<file path="src/rtl/leaf_out_rr_arbiter.sv">
// leaf_out_rr_arbiter: round-robin burst arbiter that merges kernel
// output streams onto one tagged leaf-interface channel.
// Ports:
//   ap_clk, ap_rst_n      clock, synchronous active-low reset
//   i_port_en             per-port enable mask (masked ports never granted)
//   i_data/i_valid        concatenated per-port streams (port 0 in LSBs)
//   o_ready               per-port ready, at most one bit high
//   o_data/o_port/o_valid registered output beat and its source tag
//   i_ready               downstream ready
//   o_busy                high while a grant is held
module leaf_out_rr_arbiter #(
  parameter int NUM_IN_PORTS  = 2,
  parameter int PAYLOAD_BITS  = 32,
  parameter int NUM_PORT_BITS = 4,
  parameter int MAX_BURST     = 16
) (
  input  logic                                 ap_clk,
  input  logic                                 ap_rst_n,
  input  logic [NUM_IN_PORTS-1:0]              i_port_en,
  input  logic [NUM_IN_PORTS*PAYLOAD_BITS-1:0] i_data,
  input  logic [NUM_IN_PORTS-1:0]              i_valid,
  output logic [NUM_IN_PORTS-1:0]              o_ready,
  output logic [PAYLOAD_BITS-1:0]              o_data,
  output logic [NUM_PORT_BITS-1:0]             o_port,
  output logic                                 o_valid,
  input  logic                                 i_ready,
  output logic                                 o_busy
);

  localparam int GW = (NUM_IN_PORTS > 1) ? $clog2(NUM_IN_PORTS) : 1;
  localparam int CW = $clog2(MAX_BURST + 1);

  typedef enum logic {
    IDLE  = 1'b0,
    GRANT = 1'b1
  } state_t;

  state_t                    state_q, state_d;
  logic [GW-1:0]             gnt_q, gnt_d;
  logic [GW-1:0]             rr_q, rr_d;
  logic [CW-1:0]             cnt_q, cnt_d;
  logic [PAYLOAD_BITS-1:0]   data_q, data_d;
  logic [NUM_PORT_BITS-1:0]  port_q, port_d;
  logic                      vld_q, vld_d;

  logic [NUM_IN_PORTS-1:0]   req;
  logic [GW-1:0]             pick;
  logic [GW-1:0]             gnt_nxt;
  logic [31:0]               k;
  logic                      found;
  logic                      slot_free;
  logic                      sel_v;
  logic                      sel_en;
  logic [PAYLOAD_BITS-1:0]   sel_d;
  logic                      xfer;
  logic [CW-1:0]             cnt_inc;

  // First requester at or after rr_q, wrapping around the port count.
  always_comb begin
    req   = i_valid & i_port_en;
    pick  = rr_q;
    found = 1'b0;
    k     = '0;
    for (int i = 0; i < NUM_IN_PORTS; i++) begin
      k = 32'(rr_q) + 32'(i);
      if (k >= 32'(NUM_IN_PORTS)) k = k - 32'(NUM_IN_PORTS);
      if (!found && req[k[GW-1:0]]) begin
        found = 1'b1;
        pick  = k[GW-1:0];
      end
    end
  end

  always_comb begin
    sel_v  = 1'b0;
    sel_en = 1'b0;
    sel_d  = '0;
    for (int p = 0; p < NUM_IN_PORTS; p++) begin
      if (gnt_q == GW'(p)) begin
        sel_v  = i_valid[p];
        sel_en = i_port_en[p];
        sel_d  = i_data[p*PAYLOAD_BITS +: PAYLOAD_BITS];
      end
    end
  end

  assign slot_free = !vld_q || i_ready;
  assign xfer      = (state_q == GRANT) && sel_v && sel_en && slot_free;
  assign cnt_inc   = cnt_q + 1'b1;
  assign gnt_nxt   = (gnt_q == GW'(NUM_IN_PORTS - 1)) ? '0 : gnt_q + 1'b1;

  always_comb begin
    o_ready = '0;
    for (int p = 0; p < NUM_IN_PORTS; p++) begin
      if (state_q == GRANT && gnt_q == GW'(p)) begin
        o_ready[p] = slot_free && sel_en;
      end
    end
  end

  always_comb begin
    state_d = state_q;
    gnt_d   = gnt_q;
    rr_d    = rr_q;
    cnt_d   = cnt_q;
    vld_d   = xfer ? 1'b1 : (i_ready ? 1'b0 : vld_q);
    data_d  = xfer ? sel_d : data_q;
    port_d  = xfer ? NUM_PORT_BITS'(gnt_q) : port_q;
    unique case (state_q)
      IDLE: begin
        if (found) begin
          gnt_d   = pick;
          cnt_d   = '0;
          state_d = GRANT;
        end
      end
      GRANT: begin
        if (!sel_en) begin
          state_d = IDLE;
          rr_d    = gnt_nxt;
        end else if (xfer) begin
          cnt_d = cnt_inc;
          if (cnt_inc == CW'(MAX_BURST)) begin
            state_d = IDLE;
            rr_d    = gnt_nxt;
          end
        end else if (!sel_v && slot_free) begin
          // Source ran dry with room downstream: give others a turn.
          state_d = IDLE;
          rr_d    = gnt_nxt;
        end
      end
    endcase
  end

  always_ff @(posedge ap_clk) begin
    if (!ap_rst_n) begin
      state_q <= IDLE;
      gnt_q   <= '0;
      rr_q    <= '0;
      cnt_q   <= '0;
      data_q  <= '0;
      port_q  <= '0;
      vld_q   <= 1'b0;
    end else begin
      state_q <= state_d;
      gnt_q   <= gnt_d;
      rr_q    <= rr_d;
      cnt_q   <= cnt_d;
      data_q  <= data_d;
      port_q  <= port_d;
      vld_q   <= vld_d;
    end
  end

  assign o_data  = data_q;
  assign o_port  = port_q;
  assign o_valid = vld_q;
  assign o_busy  = (state_q == GRANT);

endmodule
</file>
<file path="config.mk">
export PLATFORM = sky130hd
export DESIGN_NAME = leaf_out_rr_arbiter
export DESIGN_NICKNAME = d
export VERILOG_FILES = /design/src/rtl/leaf_out_rr_arbiter.sv
export SDC_FILE = /design/constraint.sdc
export NUM_CORES = 1
export LEC_CHECK = 0
export CORE_UTILIZATION = 41
export DETAILED_ROUTE_END_ITERATION = 6
export PLACE_DENSITY = 0.85
export SYNTH_ARGS = -nofsm -noshare
export SYNTH_HDL_FRONTEND = slang
export SYNTH_SLANG_ARGS = --single-unit
</file>
<file path="constraint.sdc">
create_clock -name ap_clk -period 4.3 [get_ports ap_clk]
set_input_delay 0.645 -clock ap_clk [delete_from_list [all_inputs] [get_ports ap_clk]]
set_output_delay 0.645 -clock ap_clk [all_outputs]
set_load 0.02 [all_outputs]
</file>
==> impl_metrics.toml <==
[power_and_ir_drop]
vdd_drop_max_mv = 0.165
p_per_area_nw_per_um2 = 282
power_leakage_nw = 1.05
p_total_w = 0.000885

[floorplanning]
core_region_area_sq_um = 4470
initial_core_util = 0.440
die-area_sq_um = 5080
die_x_microns = 71.3
io_pins = 111
row_count = 24
chipHeight_microns = 71.3

[placed_design]
hpwl_microns = 3610
numPortBuffers = 107
place_congestion = 0.743
dpl-instance-area_sq_um = 3050
dp_slack_ns = 1.27

[synth]
synth_warnings = 0
synthArstFlopShare = 0
synthTopCellsByCount = "dfxtp_1 (42), nor2_1 (35), mux2i_1 (33)"
synth_area_leaders = "dfxtp_1 (43%), mux2i_1 (17%), a211oi_1 (12%)"
yosysMostFrequentCell = "dfxtp_1"
synthFlopType = "dfxtp_1"
synth_seq_cells = 42
syn_inst = 213
synth_area_sq_um = 1970
synth_seq_area_share = 0.427
synth_largest_area_cell = "dfxtp_1"
syn_area_per_cell_sq_um = 9.24
synth_top_cell_area_share = 0.427
synth_cell_types = 38
synth_enable_flop_cells = 0

[worst_hold_path]
worstHoldPathType = "reg2reg"

[outcome]
status = "complete, but fails checks"
violations = "DRC"

[critical_path]
path_class = "reg2out"
required_ns = 3.65
cp.arrival_ns = 2.37
critPathLaunchType = "flip-flop"
worst-path-max-fanout = 38
cp-end-kind = "output pin"

[clocking]
htreeDepth = 2
postCtsResizedCells = 0
cts_tree = "yes"
postCtsSetupBuffers = 0
cts.clk_slew.worst_paths_ns = 0.07
clkLatencyLatePin_ns = 0.29
cts_root_buf = "clkbuf_8"
postCtsHoldBufs = 0
cts_sinks = 42
cts_buffer_depth = 2
cts_made_buffers = 5

[sta]
fin_crit_ns = 3.01
fin_ws_ns = 1.29
rsz0062_at_grt = "false"
relSlewSlack = 0.197
setup_viol = 0
max_freq_mhz = 332
max_slew.worst_pin.slew_ns = 1.20
fin_setup_tns_ns = 0
hold_violations = 0
fin_crit_sh = 0.701
finClkSkew_ns = 0.00376
maxSlewViolCount = 0

[final_layout]
nNetsFinal = 384
n_fill_cell = 362
drive_above_1_share = 0.0415
num_antenna_cells = 0
area_delta_synth_final_pct = 59.6
regArea_sq_um = 842
multi_input_area_sq_um = 1040
final_area_sq_um = 3140

[global_routing]
grt_pass1_wl_microns = 7860
grt_pass1_vias = 1740
grt.total_usage = 0.193
antenna_found_initial = 0
grt.overflow.total = 0
grt_start_max_net_pins = 41

[detailed_routing]
wl_per_cell_microns = 13.4
num_vias = 1885
antenna_left = 0
drtIter0Drc = 86
first_pass_iters = 7
routed_via_density = 5.16
totalWireLength_microns = 4870
drc_errors = 6

[flow_run]
maxCapViolCount = 0
-- layout by cell type (no fill, tap or decap), types with 2 or more instances in the layout --
| cell | synthesis | routed |
|---|---|---|
| nor2_1 | 35 | 35 |
| clkbuf_8 | 0 | 6 |
| dfxtp_1 | 42 | 41 |
| nand2_1 | 8 | 8 |
| nand2b_1 | 3 | 3 |
| clkdlybuf4s50_1 | 0 | 107 |
| a21oi_1 | 4 | 4 |
| a311oi_1 | 2 | 2 |
| a211oi_1 | 32 | 32 |
| o21ai_0 | 2 | 2 |
| mux2i_1 | 33 | 33 |
| nor2b_1 | 2 | 2 |
| conb_1 | 1 | 3 |
| nand3_1 | 7 | 7 |
| a31oi_1 | 2 | 2 |
-- final cells by class --
class                           instances  area share
Clock inverter                          1     0.00159
Inverter                                2     0.00239
Clock buffer                            7      0.0275
Tap cell                               52      0.0207
Sequential cell                        42       0.268
Timing Repair Buffer                  109       0.350
Multi-Input combinational cell        152       0.330
-- layer usage --
| metal | up-vias | part of all wire | track usage |
|---|---|---|---|
| met4 | 0 | 0.0072 | 0.0533 |
| met1 | 834 | 0.39 | 0.213 |
| li1 | 969 | - | - |
| met2 | 77 | 0.50 | 0.343 |
| met3 | 5 | 0.097 | 0.0774 |
| met5 | - | 0 | 0 |
-- stage by stage --
| stage | instances | utilization | hold WS (ns) |
|---|---|---|---|
| 2_1_floorplan | 215 | - | 0.438 |
| 4_1_cts | 365 | 0.702 | 0.490 |
| 6_report | 365 | 0.702 | 0.497 |
| 5_1_grt | 365 | 0.702 | 0.517 |
| 3_3_place_gp | 357 | 0.681 | 0.466 |
| 3_5_place_dp | 357 | 0.681 | 0.479 |
-- kinds of logic (layout without fill, tap and decap cells) --
logic type	Yosys count	count (layout)	share of synthesized area
and+or+nand+nor	61	61	0.137
AOI/OAI and AO/OA	53	53	0.205
DFF	42	42	0.427
muxes	33	33	0.168
buffers and inverters	21	119	0.0502
adders and majority gates	1	1	0.00636
other	1	3	0.00191
xor gates and xnor gates	1	1	0.00445
-- path summary, 6_finish.rpt --
kind	cells past startpoint	slack, ns	startpoint	endpoint
max	3	1.29	gnt_q	o_ready[1]
min	2	0.50	rr_q	rr_q
max reg2reg	5	1.36	gnt_q	o_data[18]
min reg2reg	2	0.50	rr_q	rr_q
-- worst max-delay path: stages (launching register included) --
cell,delay (ns)
dfxtp_2,1.02
nand2_1,0.16
nor3_1,0.24
clkdlybuf4s50_1,0.65
-- report_power, final --
part	internal [W]	switching (W)	leakage, nW
registers	0.000407	0.0000204	0.342
clock network	0.000129	0.000127	0.0482
logic	0.000119	0.0000812	0.658
total	0.000656	0.000229	1.05
-- state kept, by name (all words and copies together), names as in the netlist --
signal	flops
o_valid	1
gnt_q	1
o_port	1
o_busy	1
o_data	32
cnt_q	5
rr_q	1
No activity file was read; power rests on OpenSTA's default activity.
==> variant 1: new RTL, config.mk and constraints unchanged <==
Take the reset off `data_q` and load it in a clocked block of its own.
--- a/src/rtl/leaf_out_rr_arbiter.sv
+++ b/src/rtl/leaf_out_rr_arbiter.sv
@@ -139,7 +139,6 @@
       gnt_q   <= '0;
       rr_q    <= '0;
       cnt_q   <= '0;
-      data_q  <= '0;
       port_q  <= '0;
       vld_q   <= 1'b0;
     end else begin
@@ -147,10 +146,13 @@
       gnt_q   <= gnt_d;
       rr_q    <= rr_d;
       cnt_q   <= cnt_d;
-      data_q  <= data_d;
       port_q  <= port_d;
       vld_q   <= vld_d;
     end
+  end
+
+  always_ff @(posedge ap_clk) begin
+    data_q <= data_d;
   end
 
   assign o_data  = data_q;
Formal check against the unedited RTL: differs if ap_rst_n is asserted again (counterexample within 4 cycles, from zero or initial values and one cycle with ap_rst_n low); with ap_rst_n held inactive, the same outputs for 10 cycles.
==> variant 1 against the original RTL <==
- routed wire length fell by 4.3%
- synthesized area fell by 3.9%
- register-to-register slack improved by 0.69 ns
- setup slack better by 0.029 ns
- sequential cell count unchanged
- first-iteration DRC count increased by 4.7%
- total power up 15%
- final area barely moved
- combinational power is 16% lower
- critical path type is now in2out
==> variant 1: results (changes against the original RTL) <==
power_and_ir_drop:
  p_leak_nw: 1.10  # was 1.05 nW
  internal_power_mw: 0.809  # was 0.656 mW
  clkPwrFrac: 0.381  # was 0.290
  p_seq_frac: 0.453  # was 0.483
  ir_drop_mv: 0.243  # was 0.165 mV
route:
  met2_length_mm: 2.26  # was 2.45 mm
  wl_met3_um: 431  # was 472 um
  routed_wl_mm: 4.67  # was 4.87 mm
  drt_pass1_iterations: 4  # was 7
  m1WireLength_mm: 1.95  # was 1.91 mm
  dr.max_layer_used: "met4"  # unchanged
  via_count: 1507  # was 1,885
  drtIter0Drc: 90  # was 86
run_status:
  status: "finished clean"  # was complete, but fails checks
timing:
  clock_skew_ns: 0.00709  # was 0.00376 ns
clock_tree:
  cts.clk_slew.worst_paths_ns: 0.08
  clockBufferDepth: 2  # unchanged
  cts_setup_buffers: 0  # unchanged
worst_setup_path:
  arrival_ns: 2.34  # was 2.37 ns
  cp_max_fo: 3  # was 38
  reg2reg_slack_ns: 2.05  # was 1.36 ns
  rr_endpoint: "cnt_q[3]"  # was o_data[18]
  endpoint: "o_ready[0]"  # was o_ready[1]
  r2r_cells: 7  # was 5
  critPathLaunch: "i_ready"  # was gnt_q
synth:
  seq_area_frac_synth: 0.614  # was 0.427
  synth-xor-area-share: 0.00927  # was 0.00445
  synth_edf_count: 32  # was 0
  synth_mux_area_frac: 0.202  # was 0.168
  synthAdderAreaFrac: 0.00662  # was 0.00636
  async_reset_ff_frac: 0  # unchanged
  synthTopCellsByCount: "33 x mux2_2, 32 x edfxtp_1, 10 x dfxtp_1, 8 x nor2_1"  # was 42 x dfxtp_1, 35 x nor2_1, 33 x mux2i_1, 32 x a211oi_1
  ys_warn_count: 0  # unchanged
  netlist_top_cells_area: "edfxtp_1 51%, mux2_2 20%, dfxtp_1 11%"  # was dfxtp_1 43%, mux2i_1 17%, a211oi_1 12%
  synth_compound_area_frac: 0.0549  # was 0.205
  yosysTopAreaCellShare: 0.508  # was 0.427
  yosysUniqueCellTypes: 34  # was 38
placement:
  post-dp-hpwl_mm: 3.44  # was 3.61 mm
  gp_congestion: 0.771  # was 0.743
  place_area_sq_um: 3000  # was 3050 sq um
global_route:
  met2_usage: 0.313  # was 0.343
  grtUsageMet1: 0.241  # was 0.213
  grt_util_met3: 0.0750  # was 0.0774
  grt_pass1_vias: 1435  # was 1,740
  grt_max_degree: 39  # was 41
  grt_usage: 0.191  # was 0.193
  grt_pass1_wl_mm: 7.20  # was 7.86 mm
hold_path:
  hold_path_class: "reg2reg"  # unchanged
layout:
  final_nets: 315  # was 384
  fill_cells: 310  # was 362
  drive_above_1_share: 0.189  # was 0.0415
## variant 1: stage by stage
| stage | cells | hold slack, ns | worst slack [ns] | total power, mW | util |
|---|---|---|---|---|---|
| after floorplan | 135 | 0.449 | 2.01 | 0.548 | - |
| after global placement | 288 | 0.460 | 1.31 | 0.636 | 0.684 |
| after detailed placement | 288 | 0.458 | 1.33 | 0.640 | 0.684 |
| after CTS | 296 | 0.471 | 1.30 | 1.03 | 0.717 |
| after global routing | 296 | 0.500 | 1.23 | 1.05 | 0.717 |
| final | 296 | 0.473 | 1.31 | 1.02 | 0.717 |
## variant 1: worst max-delay path, cell delays in order
cell	delay [ns]
clkdlybuf4s50_1	0.45
nand2b_1	0.19
nand2_1	0.11
nor3_1	0.26
clkdlybuf4s50_1	0.68
## variant 1: final cells by class
type                    instances  share of cell area
clock buffers                   6              0.0263
well taps                      52              0.0207
flip-flops and latches         42               0.370
repair buffers                109               0.346
clock inverters                 2              0.0191
multi-input cells              83               0.216
inverters                       2             0.00239
==> variant 2: new RTL, same settings <==
Made on the original files. `PAYLOAD_BITS`: 32 -> 48.
--- a/src/rtl/leaf_out_rr_arbiter.sv
+++ b/src/rtl/leaf_out_rr_arbiter.sv
@@ -10,7 +10,7 @@
 //   o_busy                high while a grant is held
 module leaf_out_rr_arbiter #(
   parameter int NUM_IN_PORTS  = 2,
-  parameter int PAYLOAD_BITS  = 32,
+  parameter int PAYLOAD_BITS  = 48,
   parameter int NUM_PORT_BITS = 4,
   parameter int MAX_BURST     = 16
 ) (
Interface: changed (resized i_data and o_data); port bits go from 111 to 159. No check against the original RTL was run, so the function may have changed too.
==> variant 2 against the original RTL <==
- the run still ends with DRC left
- final area is 44% higher
- via count is 39% higher
- synthesized area is 42% higher
- worst hold slack worse by 0.015 ns
- sequential cell count is 16 higher
- sequential share of layout area is 1.0 points lower
- setup slack better by 0.091 ns
- total power is 51% higher
- count of clock-buffer cells in the layout is 7 higher
- routed wire length is 47% higher
- highest routed layer unchanged
==> variant 2: results (changes against the original RTL) <==
worst_setup_path:
  reg2reg_slack_ns: 1.67  # was 1.36 ns
  endpoint: "o_ready[0]"  # was o_ready[1]
  cp_max_fo: 4  # was 38
  arrival_ns: 2.28  # was 2.37 ns
  critPathLaunch: "i_port_en[0]"  # was gnt_q
  rr_endpoint: "cnt_q[2]"  # was o_data[18]
  r2r_cells: 6  # was 5
  worst_path_max_delay_cell: "clkdlybuf4s50_1"  # was dfxtp_2
  crit_family: "buffers and inverters"  # was flip-flops
global_route:
  grtUsageMet1: 0.231  # was 0.213
  grt_pass1_vias: 2521  # was 1,740
  grt_usage: 0.207  # was 0.193
  grt_util_met3: 0.0806  # was 0.0774
  grt_pass1_wl_mm: 11.8  # was 7.86 mm
  met2_usage: 0.356  # was 0.343
route:
  routedWlPerCell_um: 14.0  # was 13.4 um
  met2_length_mm: 3.47  # was 2.45 mm
  drc: 12  # was 6
  drtIter0Drc: 131  # was 86
  wl_met3_um: 783  # was 472 um
  vias_per_cell: 5.13  # was 5.16
run_status:
  status: "complete, but fails checks"  # unchanged
  violations: "DRC"  # unchanged
synth:
  seq_area_frac_synth: 0.417  # was 0.427
  yosysUniqueCellTypes: 37  # was 38
  netlist_top_cells_area: "dfxtp_1 42%, mux2i_1 18%, a211oi_2 9.4%"  # was dfxtp_1 43%, mux2i_1 17%, a211oi_1 12%
  synthCells: 285  # was 213
  synthTopCellsByCount: "58 x dfxtp_1, 51 x nor2_1, 49 x mux2i_1, 28 x a211oi_1, 21 x a211oi_2"  # was 42 x dfxtp_1, 35 x nor2_1, 33 x mux2i_1, 32 x a211oi_1
placement:
  gp_congestion: 0.795  # was 0.743
  post-dp-hpwl_mm: 5.33  # was 3.61 mm
  portBuffers: 155  # was 107
  place_area_sq_um: 4320  # was 3050 sq um
  place_ws_ns: 1.39  # was 1.27 ns
  dp_cells: 495  # was 357
layout:
  drive_above_1_share: 0.0945  # was 0.0415
  instances_no_fill: 511  # was 365
  final_nets: 533  # was 384
  fill_cells: 511  # was 362
  largest_reg_flops: 48  # was 32
  fin_util: 0.698  # was 0.702
timing:
  relSlewSlack: 0.246  # was 0.197
  fin_hold_ws_ns: 0.482  # was 0.497 ns
  fmax_ghz: 0.342  # was 0.332 GHz
  clock_skew_ns: 0.00526  # was 0.00376 ns
power_and_ir_drop:
  p_seq_mw: 0.583  # was 0.427 mW
  p_leak_nw: 1.50  # was 1.05 nW
  p_sw_frac: 0.258  # was 0.259
  ir_drop_mv: 0.184  # was 0.165 mV
  power_density_nw_per_um2: 296  # was 282 nW/um^2
clock_tree:
  numCtsBuffers: 9  # was 5
  htreeDepth: 3  # was 2
hold_path:
  whs_endpoint: "rr_q"  # unchanged
==> variant 2: cell types whose count changed in the layout (fill, tap and decap cells not counted), sizes merged <==
cell           change
mux2i             +16
nor2              +16
buf                +1
dfxtp             +16
clkinv             +1
clkdlybuf4s50     +48
clkbuf             +7
a211oi            +16
==> variant 2: final cells by class <==
cell class	instances	share of cell area
Timing Repair Buffer	158	0.349
Multi-Input combinational cell	200	0.329
Sequential cell	58	0.258
Clock buffer	14	0.0383
Tap cell	77	0.0214
Clock inverter	2	0.00222
Inverter	2	0.00167
==> variant 2: cells by family (layout without fill, tap and decap cells) <==
family                     count (synthesis)  after routing  share of synthesized area
adders and majority gates                  1              1                    0.00449
DFF                                       58             58                      0.417
muxes                                     49             49                      0.176
xor gates and xnor gates                   1              1                    0.00314
and+or+nand+nor                           77             77                      0.121
other                                      1              3                    0.00135
buffers and inverters                     29            176                     0.0566
AOI/OAI and AO/OA                         69             69                      0.221
